File: config.mk
export PLATFORM = sky130hd
export DESIGN_NAME = uart_axil_arbiter_flat
export DESIGN_NICKNAME = d
export VERILOG_FILES = /design/src/rtl/uart_arb_pkg.sv /design/src/rtl/axil_interface_if.sv /design/src/rtl/uart_arb_rr_pick.sv /design/src/rtl/uart_axil_arbiter.sv /design/src/flat_wrapper.sv
export SDC_FILE = /design/constraint.sdc
export NUM_CORES = 1
export LEC_CHECK = 0
export CORE_AREA = 10 10 240 242
export CTS_BUF_LIST = sky130_fd_sc_hd__clkbuf_2
export DETAILED_ROUTE_END_ITERATION = 16
export DIE_AREA = 0 0 250 252
export GPL_TIMING_DRIVEN = 1
export HOLD_SLACK_MARGIN = 0.02
export PLACE_DENSITY_LB_ADDON = 0.2
export SYNTH_ARGS = -nofsm -noshare
export SYNTH_HDL_FRONTEND = slang
export SYNTH_HIERARCHICAL = 1
export SYNTH_SLANG_ARGS = --single-unit
export TNS_END_PERCENT = 30
File: constraint.sdc
create_clock -name clk -period 3.5 [get_ports clk]
set_input_delay 0.7 -clock clk [delete_from_list [all_inputs] [get_ports clk]]
set_output_delay 0.7 -clock clk [all_outputs]
set_load 0.05 [all_outputs]
File: src/rtl/uart_arb_pkg.sv
// Shared types and constants for the two-master UART AXI4-lite arbiter.
// Register offsets are used by the bus masters and by the bench.
package uart_arb_pkg;

    typedef enum logic [1:0] {
        RD_IDLE,
        RD_ADDR,
        RD_DATA
    } rd_arb_state_e;

    typedef enum logic [1:0] {
        WR_IDLE,
        WR_ADDR,
        WR_RESP
    } wr_arb_state_e;

    localparam int UART_ARB_MASTERS = 2;

    localparam logic [31:0] RX_COUNT = 32'd0;
    localparam logic [31:0] RX_POP   = 32'd8;
    localparam logic [31:0] TX_COUNT = 32'd16;
    localparam logic [31:0] TX_PUSH  = 32'd24;

endpackage

File: src/rtl/axil_interface_if.sv
// AXI4-lite bundle with separate read and write views for each side.
// One instance may back both the read and the write port of a master.
interface axil_interface_if #(
    parameter int AW = 32,
    parameter int DW = 64
);
    logic [AW-1:0]   araddr;
    logic            arvalid;
    logic            arready;
    logic [DW-1:0]   rdata;
    logic [1:0]      rresp;
    logic            rvalid;
    logic            rready;

    logic [AW-1:0]   awaddr;
    logic            awvalid;
    logic            awready;
    logic [DW-1:0]   wdata;
    logic [DW/8-1:0] wstrb;
    logic            wvalid;
    logic            wready;
    logic [1:0]      bresp;
    logic            bvalid;
    logic            bready;

    modport rd_slv (
        input  araddr, arvalid, rready,
        output arready, rdata, rresp, rvalid
    );

    modport rd_mst (
        output araddr, arvalid, rready,
        input  arready, rdata, rresp, rvalid
    );

    modport wr_slv (
        input  awaddr, awvalid, wdata, wstrb, wvalid, bready,
        output awready, wready, bresp, bvalid
    );

    modport wr_mst (
        output awaddr, awvalid, wdata, wstrb, wvalid, bready,
        input  awready, wready, bresp, bvalid
    );

endinterface

File: src/rtl/uart_arb_rr_pick.sv
// Two-requester picker: on a tie the master not granted last wins,
// unless fixed_prio is set, in which case master 0 always wins.
module uart_arb_rr_pick (
    input  logic [1:0] req,
    input  logic       last,
    input  logic       fixed_prio,
    output logic       grant
);

    always_comb begin
        grant = 1'b0;
        unique case (1'b1)
            fixed_prio:          grant = ~req[0];
            !fixed_prio && &req: grant = ~last;
            default:             grant = req[1];
        endcase
    end

endmodule

File: src/rtl/uart_axil_arbiter.sv
// Shares the UART AXI4-lite port between two masters, read and write
// arbitrated separately. Define UART_ARB_FIXED_PRIO_EN for fixed priority.
module uart_axil_arbiter
    import uart_arb_pkg::*;
#(
    parameter int   NUM_MASTERS = 2,
    parameter logic RR_INIT     = 1'b0
) (
    input  logic             clk,
    input  logic             rst,
    axil_interface_if.rd_slv m0_rd,
    axil_interface_if.wr_slv m0_wr,
    axil_interface_if.rd_slv m1_rd,
    axil_interface_if.wr_slv m1_wr,
    axil_interface_if.rd_mst s_rd,
    axil_interface_if.wr_mst s_wr,
    output logic             rd_grant,
    output logic             wr_grant
);

    if (NUM_MASTERS != UART_ARB_MASTERS) begin : g_num_chk
        $error("uart_axil_arbiter needs exactly 2 masters");
    end

`ifdef UART_ARB_FIXED_PRIO_EN
    localparam logic FIXED_PRIO = 1'b1;
`else
    localparam logic FIXED_PRIO = 1'b0;
`endif

    rd_arb_state_e rd_state;
    wr_arb_state_e wr_state;
    logic          rd_ptr;
    logic          wr_ptr;
    logic          wr_aw_done;
    logic          wr_w_done;
    logic [1:0]    rd_req;
    logic [1:0]    wr_req;
    logic          rd_pick;
    logic          wr_pick;
    logic          ar_hs;
    logic          r_hs;
    logic          aw_hs;
    logic          w_hs;
    logic          b_hs;

    assign rd_req = {m1_rd.arvalid, m0_rd.arvalid};
    assign wr_req = {m1_wr.awvalid | m1_wr.wvalid,
                     m0_wr.awvalid | m0_wr.wvalid};

    // The pointer names the favoured master; the picker wants the last one.
    uart_arb_rr_pick u_rd_pick (
        .req        (rd_req),
        .last       (~rd_ptr),
        .fixed_prio (FIXED_PRIO),
        .grant      (rd_pick)
    );

    uart_arb_rr_pick u_wr_pick (
        .req        (wr_req),
        .last       (~wr_ptr),
        .fixed_prio (FIXED_PRIO),
        .grant      (wr_pick)
    );

    always_comb begin
        s_rd.araddr   = rd_grant ? m1_rd.araddr : m0_rd.araddr;
        s_rd.arvalid  = 1'b0;
        s_rd.rready   = 1'b0;
        m0_rd.arready = 1'b0;
        m1_rd.arready = 1'b0;
        m0_rd.rvalid  = 1'b0;
        m1_rd.rvalid  = 1'b0;
        m0_rd.rdata   = s_rd.rdata;
        m1_rd.rdata   = s_rd.rdata;
        m0_rd.rresp   = s_rd.rresp;
        m1_rd.rresp   = s_rd.rresp;
        unique case (rd_state)
            RD_ADDR: begin
                s_rd.arvalid = rd_grant ? m1_rd.arvalid
                                        : m0_rd.arvalid;
                if (rd_grant) m1_rd.arready = s_rd.arready;
                else          m0_rd.arready = s_rd.arready;
            end
            RD_DATA: begin
                s_rd.rready = rd_grant ? m1_rd.rready
                                       : m0_rd.rready;
                if (rd_grant) m1_rd.rvalid = s_rd.rvalid;
                else          m0_rd.rvalid = s_rd.rvalid;
            end
            default: ;
        endcase
    end

    assign ar_hs = s_rd.arvalid && s_rd.arready;
    assign r_hs  = s_rd.rvalid && s_rd.rready;

    always_ff @(posedge clk or negedge rst) begin
        if (!rst) begin
            rd_state <= RD_IDLE;
            rd_grant <= 1'b0;
            rd_ptr   <= RR_INIT;
        end else begin
            unique case (rd_state)
                RD_IDLE: if (|rd_req) begin
                    rd_grant <= rd_pick;
                    rd_state <= RD_ADDR;
                end
                RD_ADDR: if (ar_hs) rd_state <= RD_DATA;
                RD_DATA: if (r_hs) begin
                    rd_state <= RD_IDLE;
                    rd_ptr   <= ~rd_grant;
                end
                default: rd_state <= RD_IDLE;
            endcase
        end
    end

    // A channel that already handshook is masked on both sides.
    always_comb begin
        s_wr.awaddr   = wr_grant ? m1_wr.awaddr : m0_wr.awaddr;
        s_wr.wdata    = wr_grant ? m1_wr.wdata : m0_wr.wdata;
        s_wr.wstrb    = wr_grant ? m1_wr.wstrb : m0_wr.wstrb;
        s_wr.awvalid  = 1'b0;
        s_wr.wvalid   = 1'b0;
        s_wr.bready   = 1'b0;
        m0_wr.awready = 1'b0;
        m1_wr.awready = 1'b0;
        m0_wr.wready  = 1'b0;
        m1_wr.wready  = 1'b0;
        m0_wr.bvalid  = 1'b0;
        m1_wr.bvalid  = 1'b0;
        m0_wr.bresp   = s_wr.bresp;
        m1_wr.bresp   = s_wr.bresp;
        unique case (wr_state)
            WR_ADDR: begin
                s_wr.awvalid = !wr_aw_done &&
                    (wr_grant ? m1_wr.awvalid : m0_wr.awvalid);
                s_wr.wvalid = !wr_w_done &&
                    (wr_grant ? m1_wr.wvalid : m0_wr.wvalid);
                if (wr_grant) begin
                    m1_wr.awready = !wr_aw_done && s_wr.awready;
                    m1_wr.wready  = !wr_w_done && s_wr.wready;
                end else begin
                    m0_wr.awready = !wr_aw_done && s_wr.awready;
                    m0_wr.wready  = !wr_w_done && s_wr.wready;
                end
            end
            WR_RESP: begin
                s_wr.bready = wr_grant ? m1_wr.bready
                                       : m0_wr.bready;
                if (wr_grant) m1_wr.bvalid = s_wr.bvalid;
                else          m0_wr.bvalid = s_wr.bvalid;
            end
            default: ;
        endcase
    end

    assign aw_hs = s_wr.awvalid && s_wr.awready;
    assign w_hs  = s_wr.wvalid && s_wr.wready;
    assign b_hs  = s_wr.bvalid && s_wr.bready;

    always_ff @(posedge clk or negedge rst) begin
        if (!rst) begin
            wr_state   <= WR_IDLE;
            wr_grant   <= 1'b0;
            wr_ptr     <= RR_INIT;
            wr_aw_done <= 1'b0;
            wr_w_done  <= 1'b0;
        end else begin
            unique case (wr_state)
                WR_IDLE: if (|wr_req) begin
                    wr_grant <= wr_pick;
                    wr_state <= WR_ADDR;
                end
                WR_ADDR: begin
                    if (aw_hs) wr_aw_done <= 1'b1;
                    if (w_hs)  wr_w_done  <= 1'b1;
                    if ((wr_aw_done || aw_hs) &&
                        (wr_w_done || w_hs))
                        wr_state <= WR_RESP;
                end
                WR_RESP: if (b_hs) begin
                    wr_state   <= WR_IDLE;
                    wr_aw_done <= 1'b0;
                    wr_w_done  <= 1'b0;
                    wr_ptr     <= ~wr_grant;
                end
                default: wr_state <= WR_IDLE;
            endcase
        end
    end

endmodule

File: src/flat_wrapper.sv
// flat-port wrapper written by rule: the top's interface ports become plain ports
module uart_axil_arbiter_flat import uart_arb_pkg::*;
#(
    parameter int   NUM_MASTERS = 2,
    parameter logic RR_INIT     = 1'b0
)
  (clk, rst, rd_grant, wr_grant, m0_rd_araddr, m0_rd_arvalid, m0_rd_rready, m0_rd_arready, m0_rd_rdata, m0_rd_rresp, m0_rd_rvalid, m0_wr_awaddr, m0_wr_awvalid, m0_wr_wdata, m0_wr_wstrb, m0_wr_wvalid, m0_wr_bready, m0_wr_awready, m0_wr_wready, m0_wr_bresp, m0_wr_bvalid, m1_rd_araddr, m1_rd_arvalid, m1_rd_rready, m1_rd_arready, m1_rd_rdata, m1_rd_rresp, m1_rd_rvalid, m1_wr_awaddr, m1_wr_awvalid, m1_wr_wdata, m1_wr_wstrb, m1_wr_wvalid, m1_wr_bready, m1_wr_awready, m1_wr_wready, m1_wr_bresp, m1_wr_bvalid, s_rd_araddr, s_rd_arvalid, s_rd_rready, s_rd_arready, s_rd_rdata, s_rd_rresp, s_rd_rvalid, s_wr_awaddr, s_wr_awvalid, s_wr_wdata, s_wr_wstrb, s_wr_wvalid, s_wr_bready, s_wr_awready, s_wr_wready, s_wr_bresp, s_wr_bvalid);
  axil_interface_if m0_rd_i ();
  axil_interface_if m0_wr_i ();
  axil_interface_if m1_rd_i ();
  axil_interface_if m1_wr_i ();
  axil_interface_if s_rd_i ();
  axil_interface_if s_wr_i ();
  input  logic clk;
  input  logic rst;
  output logic rd_grant;
  output logic wr_grant;
  input wire logic [$bits(m0_rd_i.araddr)-1:0] m0_rd_araddr;
  input wire logic [$bits(m0_rd_i.arvalid)-1:0] m0_rd_arvalid;
  input wire logic [$bits(m0_rd_i.rready)-1:0] m0_rd_rready;
  output wire logic [$bits(m0_rd_i.arready)-1:0] m0_rd_arready;
  output wire logic [$bits(m0_rd_i.rdata)-1:0] m0_rd_rdata;
  output wire logic [$bits(m0_rd_i.rresp)-1:0] m0_rd_rresp;
  output wire logic [$bits(m0_rd_i.rvalid)-1:0] m0_rd_rvalid;
  input wire logic [$bits(m0_wr_i.awaddr)-1:0] m0_wr_awaddr;
  input wire logic [$bits(m0_wr_i.awvalid)-1:0] m0_wr_awvalid;
  input wire logic [$bits(m0_wr_i.wdata)-1:0] m0_wr_wdata;
  input wire logic [$bits(m0_wr_i.wstrb)-1:0] m0_wr_wstrb;
  input wire logic [$bits(m0_wr_i.wvalid)-1:0] m0_wr_wvalid;
  input wire logic [$bits(m0_wr_i.bready)-1:0] m0_wr_bready;
  output wire logic [$bits(m0_wr_i.awready)-1:0] m0_wr_awready;
  output wire logic [$bits(m0_wr_i.wready)-1:0] m0_wr_wready;
  output wire logic [$bits(m0_wr_i.bresp)-1:0] m0_wr_bresp;
  output wire logic [$bits(m0_wr_i.bvalid)-1:0] m0_wr_bvalid;
  input wire logic [$bits(m1_rd_i.araddr)-1:0] m1_rd_araddr;
  input wire logic [$bits(m1_rd_i.arvalid)-1:0] m1_rd_arvalid;
  input wire logic [$bits(m1_rd_i.rready)-1:0] m1_rd_rready;
  output wire logic [$bits(m1_rd_i.arready)-1:0] m1_rd_arready;
  output wire logic [$bits(m1_rd_i.rdata)-1:0] m1_rd_rdata;
  output wire logic [$bits(m1_rd_i.rresp)-1:0] m1_rd_rresp;
  output wire logic [$bits(m1_rd_i.rvalid)-1:0] m1_rd_rvalid;
  input wire logic [$bits(m1_wr_i.awaddr)-1:0] m1_wr_awaddr;
  input wire logic [$bits(m1_wr_i.awvalid)-1:0] m1_wr_awvalid;
  input wire logic [$bits(m1_wr_i.wdata)-1:0] m1_wr_wdata;
  input wire logic [$bits(m1_wr_i.wstrb)-1:0] m1_wr_wstrb;
  input wire logic [$bits(m1_wr_i.wvalid)-1:0] m1_wr_wvalid;
  input wire logic [$bits(m1_wr_i.bready)-1:0] m1_wr_bready;
  output wire logic [$bits(m1_wr_i.awready)-1:0] m1_wr_awready;
  output wire logic [$bits(m1_wr_i.wready)-1:0] m1_wr_wready;
  output wire logic [$bits(m1_wr_i.bresp)-1:0] m1_wr_bresp;
  output wire logic [$bits(m1_wr_i.bvalid)-1:0] m1_wr_bvalid;
  output wire logic [$bits(s_rd_i.araddr)-1:0] s_rd_araddr;
  output wire logic [$bits(s_rd_i.arvalid)-1:0] s_rd_arvalid;
  output wire logic [$bits(s_rd_i.rready)-1:0] s_rd_rready;
  input wire logic [$bits(s_rd_i.arready)-1:0] s_rd_arready;
  input wire logic [$bits(s_rd_i.rdata)-1:0] s_rd_rdata;
  input wire logic [$bits(s_rd_i.rresp)-1:0] s_rd_rresp;
  input wire logic [$bits(s_rd_i.rvalid)-1:0] s_rd_rvalid;
  output wire logic [$bits(s_wr_i.awaddr)-1:0] s_wr_awaddr;
  output wire logic [$bits(s_wr_i.awvalid)-1:0] s_wr_awvalid;
  output wire logic [$bits(s_wr_i.wdata)-1:0] s_wr_wdata;
  output wire logic [$bits(s_wr_i.wstrb)-1:0] s_wr_wstrb;
  output wire logic [$bits(s_wr_i.wvalid)-1:0] s_wr_wvalid;
  output wire logic [$bits(s_wr_i.bready)-1:0] s_wr_bready;
  input wire logic [$bits(s_wr_i.awready)-1:0] s_wr_awready;
  input wire logic [$bits(s_wr_i.wready)-1:0] s_wr_wready;
  input wire logic [$bits(s_wr_i.bresp)-1:0] s_wr_bresp;
  input wire logic [$bits(s_wr_i.bvalid)-1:0] s_wr_bvalid;
  assign m0_rd_i.araddr = m0_rd_araddr;
  assign m0_rd_i.arvalid = m0_rd_arvalid;
  assign m0_rd_i.rready = m0_rd_rready;
  assign m0_rd_arready = m0_rd_i.arready;
  assign m0_rd_rdata = m0_rd_i.rdata;
  assign m0_rd_rresp = m0_rd_i.rresp;
  assign m0_rd_rvalid = m0_rd_i.rvalid;
  assign m0_wr_i.awaddr = m0_wr_awaddr;
  assign m0_wr_i.awvalid = m0_wr_awvalid;
  assign m0_wr_i.wdata = m0_wr_wdata;
  assign m0_wr_i.wstrb = m0_wr_wstrb;
  assign m0_wr_i.wvalid = m0_wr_wvalid;
  assign m0_wr_i.bready = m0_wr_bready;
  assign m0_wr_awready = m0_wr_i.awready;
  assign m0_wr_wready = m0_wr_i.wready;
  assign m0_wr_bresp = m0_wr_i.bresp;
  assign m0_wr_bvalid = m0_wr_i.bvalid;
  assign m1_rd_i.araddr = m1_rd_araddr;
  assign m1_rd_i.arvalid = m1_rd_arvalid;
  assign m1_rd_i.rready = m1_rd_rready;
  assign m1_rd_arready = m1_rd_i.arready;
  assign m1_rd_rdata = m1_rd_i.rdata;
  assign m1_rd_rresp = m1_rd_i.rresp;
  assign m1_rd_rvalid = m1_rd_i.rvalid;
  assign m1_wr_i.awaddr = m1_wr_awaddr;
  assign m1_wr_i.awvalid = m1_wr_awvalid;
  assign m1_wr_i.wdata = m1_wr_wdata;
  assign m1_wr_i.wstrb = m1_wr_wstrb;
  assign m1_wr_i.wvalid = m1_wr_wvalid;
  assign m1_wr_i.bready = m1_wr_bready;
  assign m1_wr_awready = m1_wr_i.awready;
  assign m1_wr_wready = m1_wr_i.wready;
  assign m1_wr_bresp = m1_wr_i.bresp;
  assign m1_wr_bvalid = m1_wr_i.bvalid;
  assign s_rd_araddr = s_rd_i.araddr;
  assign s_rd_arvalid = s_rd_i.arvalid;
  assign s_rd_rready = s_rd_i.rready;
  assign s_rd_i.arready = s_rd_arready;
  assign s_rd_i.rdata = s_rd_rdata;
  assign s_rd_i.rresp = s_rd_rresp;
  assign s_rd_i.rvalid = s_rd_rvalid;
  assign s_wr_awaddr = s_wr_i.awaddr;
  assign s_wr_awvalid = s_wr_i.awvalid;
  assign s_wr_wdata = s_wr_i.wdata;
  assign s_wr_wstrb = s_wr_i.wstrb;
  assign s_wr_wvalid = s_wr_i.wvalid;
  assign s_wr_bready = s_wr_i.bready;
  assign s_wr_i.awready = s_wr_awready;
  assign s_wr_i.wready = s_wr_wready;
  assign s_wr_i.bresp = s_wr_bresp;
  assign s_wr_i.bvalid = s_wr_bvalid;
  uart_axil_arbiter #(.NUM_MASTERS(NUM_MASTERS), .RR_INIT(RR_INIT)) u_core (.clk(clk), .rst(rst), .m0_rd(m0_rd_i), .m0_wr(m0_wr_i), .m1_rd(m1_rd_i), .m1_wr(m1_wr_i), .s_rd(s_rd_i), .s_wr(s_wr_i), .rd_grant(rd_grant), .wr_grant(wr_grant));
endmodule
==> impl_metrics.csv, run 1 <==
group,metric,value,unit
timing,setup_tns,0,ns
placed_design,hpwl,22.1,mm
logic_synthesis,syn_inst,366,
clocking,clk_pin_slew,0.12,ns
power_and_ir_drop,p_seq_share,5.6,%
grt,gr-max-usage-layer,"met2",
placed_design,pre_cts_ws,0.559,ns
placed_design,placed_cell_area,7470,µm²
logic_synthesis,syn_avg_cell_area,9.04,µm²
setup_path,cp_cell_sequence,"buf_12, mux2_2, clkdlybuf4s50_1",
floorplanning,initial_utilization,6.31,%
logic_synthesis,synth_compound_area_share,2.84,%
setup_path,timing.critical_path.buf_inv,2,
clocking,cts_tree,"yes",
clocking,clkSinkCount,10,
cells_and_area,nets,1027,
power_and_ir_drop,power_density,678,nW/µm²
grt,grt_use_total,6.93,%
logic_synthesis,yosysSeqAreaShare,7.56,%
timing,finalCriticalPeriod,3.11,ns
timing,final-setup-viol-count,0,
drt,post_drt_wl_per_cell,17.7,µm
logic_synthesis,synth_top_area_cell,"mux2_2",
logic_synthesis,yosys.area.top_type_share,47.0,%
grt,gr-total-overflow,0,
clocking,cts-buffers-inserted,3,
clocking,h-tree-depth,1,
timing,max_slew_margin,61.2,%
grt,grt_pass1_vias,4228,
grt,grt_pass1_wl,32.3,mm
timing,slew_viol_final,0,
grt,use_met2,11.1,%
timing,max_freq,322,MHz
floorplanning,core-area,52400,µm²
setup_path,cp_top_family,"buffers and inverters",
cells_and_area,area_delta_synth_final,127,%
timing,tightest_slew,0.581,ns
logic_synthesis,synth_xor_area_share,0,%
power_and_ir_drop,p_int,2.07,mW
timing,timing.final.ws_setup,0.391,ns
cells_and_area,fin_area,7500,µm²
setup_path,crit_slowest_cell,"clkdlybuf4s50_1",
logic_synthesis,synth_top_family_by_area,"multiplexers",
floorplanning,die_w,250,µm
cells_and_area,fill_cells,6000,
drt,wl,24.1,mm
power_and_ir_drop,power_switching,3.02,mW
power_and_ir_drop,switching_share,59.4,%
timing,clock_skew,0.000646,ns
logic_synthesis,yosys.area_share.simple,6.24,%
clocking,post_cts_resize_count,0,
drt,vias,3775,
logic_synthesis,netlist_area,3310,µm²
drt,antenna_left,0,
timing,timing.final.crit_share,88.8,%
clocking,clk_latency,0.26,ns
logic_synthesis,ys_ff_latch,10,
logic_synthesis,yosysUniqueCellTypes,24,
run,drv_cap,0,
floorplanning,io_pins,646,
cells_and_area,layout-drive-gt1-share,27.5,%
floorplanning,num_rows,84,
drt,drtPass1Iterations,4,
grt,gr-usage-met3,5.59,%
setup_path,critPathKind,"register to output port",
logic_synthesis,synth-adder-area-share,0,%
setup_path,worst_ep_arrival_time,2.41,ns
drt,drc,0,
min_path,hold_class,"register to register",
placed_design,port_buffers,441,
drt,avgViaCountPerCell,2.78,
timing,finalHoldViolCount,0,
cells_and_area,finalNonFillerCells,1360,
logic_synthesis,synthTopCellsByArea,"mux2_2, buf_4, dfrtp_1",
setup_path,startpoint_type,"register",
drt,drtIter0Drc,82,
status,status,"finished clean",
placed_design,dpl.cell_count,1353,
floorplanning,die_area,63000,µm²
setup_path,crit_fanout,28,
clocking,hold_buffers,0,
power_and_ir_drop,comb_power_share,93.0,%
timing,grt_setup_unrepaired,"false",
clocking,cts-root-buf,"clkbuf_2",
setup_path,required,2.80,ns
grt,grtUsageMet1,7.17,%
clocking,clock_path_buffers,2,
power_and_ir_drop,vdd_drop_max,0.000274,V
logic_synthesis,synth_mux_area_share,48.8,%
power_and_ir_drop,pwr-share-clk,1.4,%
grt,grt_max_degree,42,
clocking,cts_setup_buffers,0,
setup_path,crit_path_end_kind,"output port",
cells_and_area,fin_util,14.3,%
logic_synthesis,yosys_warnings,6,
grt,grt_antenna_before_repair,3,
setup_path,max_stage_delay,0.73,ns
floorplanning,fp.dieH,252,µm
power_and_ir_drop,p_leak,2.66,nW
placed_design,gp_congestion,0.688,
[worst reg2reg max path, delay by kind of cell, from the launching register on]
kind | cells | cell delay (ns)
muxes | 1 | 0.27
DFF | 1 | 0.71
AOI/OAI and AO/OA | 2 | 0.48
buffers and inverters | 1 | 0.34
and+or+nand+nor | 1 | 0.09
[final timing paths]
path / start / endpoint / slack (ns) / cells after the start
max: u_core/wr_grant / s_wr_wdata[53] / 0.39 / 3
min: u_core/rd_state[1] / u_core/rd_state[0] / 0.50 / 1
max reg2reg: u_core/wr_grant / u_core/wr_state[1] / 1.51 / 5
min reg2reg: u_core/rd_state[1] / u_core/rd_state[0] / 0.50 / 1
max in group asynchronous: rst / u_core/wr_grant / 2.30 / 1
min in group asynchronous: rst / u_core/rd_state[1] / 0.78 / 1
[metal layers]
layer,share of wire [%],vias up
met1,36,1654
li1,-,1726
met4,1.1,4
met3,18,27
met2,44,364
met5,0.11,-
[metrics by stage]
| step | total power [mW] | hold WS [ns] |
|---|---|---|
| after floorplan | 3.81 | 0.404 |
| after global placement | 5.15 | 0.485 |
| final | 5.09 | 0.503 |
| after global routing | 5.37 | 0.521 |
| after detailed placement | 5.12 | 0.471 |
| after CTS | 5.21 | 0.498 |
[cell usage after synthesis (all sizes together)]
cell	count
buf	153
o21a	2
o31ai	1
or2	2
a22o	1
dfrtp	10
a21oi	2
nand2	5
nor3	4
o22a	1
mux2	138
a32o	1
and3	5
nand2b	4
o21ai	5
nor2b	8
inv	3
conb	1
nor2	13
a311oi	1
mux2i	6
[cell families after synthesis]
| family | count (synthesis) |
|---|---|
| buf+inv | 156 |
| mux | 144 |
| compound gates | 14 |
| flops | 10 |
| simple gates | 41 |
| other cells | 1 |
[placed cells by master (no fill, tap or decap), drive strengths merged]
cell type / count
nor3: 4
mux2i: 6
a32o: 1
nand2: 5
mux2: 138
buf: 40
or2: 2
clkbuf: 3
nand2b: 4
a311oi: 1
o21a: 2
o22a: 1
clkdlybuf4s50: 409
dfrtp: 10
o21ai: 5
nor2b: 8
conb: 4
a22o: 1
diode: 3
inv: 3
a21oi: 2
nor2: 13
o31ai: 1
clkinv: 1
and3: 5
[registers in the layout (all words and copies together), names as in the netlist]
register,cells
u_core/wr_ptr,1
u_core/wr_w_done,1
u_core/rd_grant,1
u_core/rd_state,2
u_core/wr_grant,1
u_core/rd_ptr,1
u_core/wr_aw_done,1
u_core/wr_state,2
[power by group through the flow]
stage,Combinational (mW),Sequential [mW],Clock (mW)
final,4.73,0.285,0.0716
after global placement,4.85,0.296,0
after CTS,4.84,0.293,0.0762
after global routing,4.98,0.307,0.0814
after floorplan,3.55,0.252,0
after detailed placement,4.82,0.295,0
[layout make-up]
class	count	area, µm²	share of cell area (%)
timing repair buffer	449	4420	58.9
multi-input combinational	203	1930	25.7
tap	688	861	11.5
sequential	10	254	3.39
clock buffer	3	15.0	0.200
inverter	3	11.3	0.150
antenna	3	7.51	0.100
clock inverter	1	3.75	0.0500
No activity file was read; power rests on OpenSTA's default activity.
==> inputs of run 2 (changes only) <==
==> constraint.sdc (replaced) <==
create_clock -name clk -period 3.5 [get_ports clk]
set_input_delay 0.525 -clock clk [delete_from_list [all_inputs] [get_ports clk]]
set_output_delay 0.525 -clock clk [all_outputs]
set_load 0.05 [all_outputs]
==> run 2 against run 1 <==
Clock skew about the same. Routed wire length increased by 3.2%. Non-clock buffer count grew 5. Worst hold slack got worse by 0.016 ns. Combinational power is 1% higher. Critical endpoint is now s_wr_wstrb[2].
==> impl_metrics.csv, run 2 (synthesis results as in run 1) <==
group,metric,value,unit
timing,slew_viol_final,0,
grt,grt_pass1_wl,34.1,mm
grt,gr-total-overflow,0,
drt,post_drt_wl_per_cell,18.2,µm
floorplanning,fp.dieH,252,µm
floorplanning,num_rows,84,
floorplanning,io_pins,646,
clocking,cts_setup_buffers,0,
grt,grt_max_degree,42,
drt,antenna_left,0,
placed_design,gp_congestion,0.701,
grt,gr-max-usage-layer,"met2",
grt,gr-usage-met3,5.18,%
cells_and_area,nets,1032,
timing,setup_tns,0,ns
grt,grt_use_total,7.22,%
floorplanning,initial_utilization,6.31,%
clocking,cts_tree,"yes",
cells_and_area,reg_top3,"u_core/rd_state (2), u_core/wr_state (2)",
grt,use_met2,11.7,%
drt,vias,3830,
power_and_ir_drop,p_leak,2.66,nW
setup_path,r2r-end,"u_core/wr_state[1]",
cells_and_area,layout_common_cells,"clkdlybuf4s50_1, mux2_2, buf_4",
drt,drc,0,
floorplanning,core-area,52400,µm²
floorplanning,die_w,250,µm
status,status,"finished clean",
power_and_ir_drop,vdd_drop_max,0.000248,V
drt,drtIter0Drc,68,
timing,finalCriticalPeriod,2.99,ns
cells_and_area,layout-drive-gt1-share,25.1,%
timing,timing.final.crit_share,85.4,%
cells_and_area,fill_cells,5949,
grt,grtUsageMet1,7.74,%
power_and_ir_drop,power_density,679,nW/µm²
clocking,clk_pin_slew,0.12,ns
clocking,clock_path_buffers,2,
cells_and_area,finalNonFillerCells,1364,
cells_and_area,final_common_cell,"clkdlybuf4s50_1",
timing,finalHoldViolCount,0,
placed_design,port_buffers,441,
setup_path,reg2regPathDepth,5,
timing,grt_setup_unrepaired,"false",
clocking,cts-root-buf,"clkbuf_2",
setup_path,r2r-start,"u_core/wr_grant",
clocking,clk_latency,0.26,ns
grt,grt_antenna_before_repair,5,
setup_path,crit_path_end_kind,"output port",
timing,clock_skew,0.000203,ns
clocking,h-tree-depth,1,
clocking,post_cts_resize_count,0,
drt,avgViaCountPerCell,2.81,
setup_path,required,2.97,ns
run,drv_cap,0,
clocking,clkSinkCount,10,
setup_path,reg2reg_slack,1.52,ns
timing,max_slew_margin,60.1,%
drt,wl,24.9,mm
timing,tightest_slew,0.596,ns
setup_path,startpoint_type,"register",
cells_and_area,area_delta_synth_final,129,%
timing,final-setup-viol-count,0,
placed_design,dpl.cell_count,1358,
min_path,hold_class,"register to register",
setup_path,critPathCapture,"s_wr_wstrb[2]",
drt,drtPass1Iterations,4,
floorplanning,die_area,63000,µm²
timing,max_freq,335,MHz
setup_path,critPathKind,"register to output port",
clocking,hold_buffers,0,
setup_path,worst_ep_arrival_time,2.46,ns
setup_path,crit_fanout,30,
grt,grt_pass1_vias,4495,
clocking,cts-buffers-inserted,3,
placed_design,hpwl,22.6,mm
setup_path,crit_path_start,"u_core/wr_grant",
## run 2: final cells by class
| type | count | area [µm²] | area share (%) |
|---|---|---|---|
| antenna | 2 | 5.00 | 0.0660 |
| clock inverter | 1 | 3.75 | 0.0495 |
| multi-input combinational | 203 | 1930 | 25.4 |
| sequential | 10 | 254 | 3.35 |
| clock buffer | 3 | 15.0 | 0.198 |
| timing repair buffer | 454 | 4510 | 59.4 |
| tap | 688 | 861 | 11.3 |
| inverter | 3 | 11.3 | 0.148 |
## run 2: stage by stage
| stage | utilization, % | hold slack (ns) | setup slack [ns] | power (mW) | area [µm²] |
|---|---|---|---|---|---|
| 6_report | 14.5 | 0.487 | 0.511 | 5.15 | 7590 |
| 5_1_grt | 14.5 | 0.525 | 0.295 | 5.44 | 7580 |
| 4_1_cts | 14.5 | 0.489 | 0.342 | 5.29 | 7580 |
| 3_5_place_dp | 14.4 | 0.478 | 0.672 | 5.19 | 7560 |
| 3_3_place_gp | 14.4 | 0.485 | 0.700 | 5.22 | 7560 |
| 2_1_floorplan | - | 0.229 | 0.991 | 3.81 | 3320 |
## run 2: how the worst min path moves through the flow
stage                                  start  slack (ns)                 end  depth (start not counted)
after detailed placement  u_core/rd_state[1]        0.48  u_core/rd_state[0]                          1
after global placement    u_core/rd_state[1]        0.48  u_core/rd_state[0]                          1
after global routing      u_core/rd_state[1]        0.53  u_core/rd_state[0]                          1
final                     u_core/rd_state[1]        0.49  u_core/rd_state[0]                          1
after CTS                 u_core/rd_state[1]        0.49  u_core/rd_state[0]                          1
after floorplan                          rst        0.23     u_core/rd_grant                          0
## run 2: layer usage
layer | part of all wire, % | vias up
met5 | 0.11 | -
met4 | 1.0 | 6
met3 | 16 | 31
met2 | 45 | 369
met1 | 38 | 1690
li1 | - | 1734
## run 2: worst max-delay path, stage by stage, from the launching register on
cell,delay [ns]
dfrtp_4,0.79
buf_4,0.28
mux2_2,0.36
clkdlybuf4s50_1,0.75
## run 2: power breakdown
part,total (mW),internal [mW],switching [mW]
logic,4.78,1.92,2.85
registers,0.308,0.172,0.135
clock network,0.0699,0.0248,0.0451
total,5.15,2.12,3.03
==> inputs of run 3 (changes only) <==
--- a/config.mk
+++ b/config.mk
@@ -7,6 +7,7 @@
 export LEC_CHECK = 0
 export CORE_AREA = 10 10 240 242
 export CTS_BUF_LIST = sky130_fd_sc_hd__clkbuf_2
+export CTS_CLUSTER_DIAMETER = 100
 export DETAILED_ROUTE_END_ITERATION = 16
 export DIE_AREA = 0 0 250 252
 export GPL_TIMING_DRIVEN = 1
==> results of run 3 <==
Same layout as run 2: the final DEF is identical, and so are final timing and power.
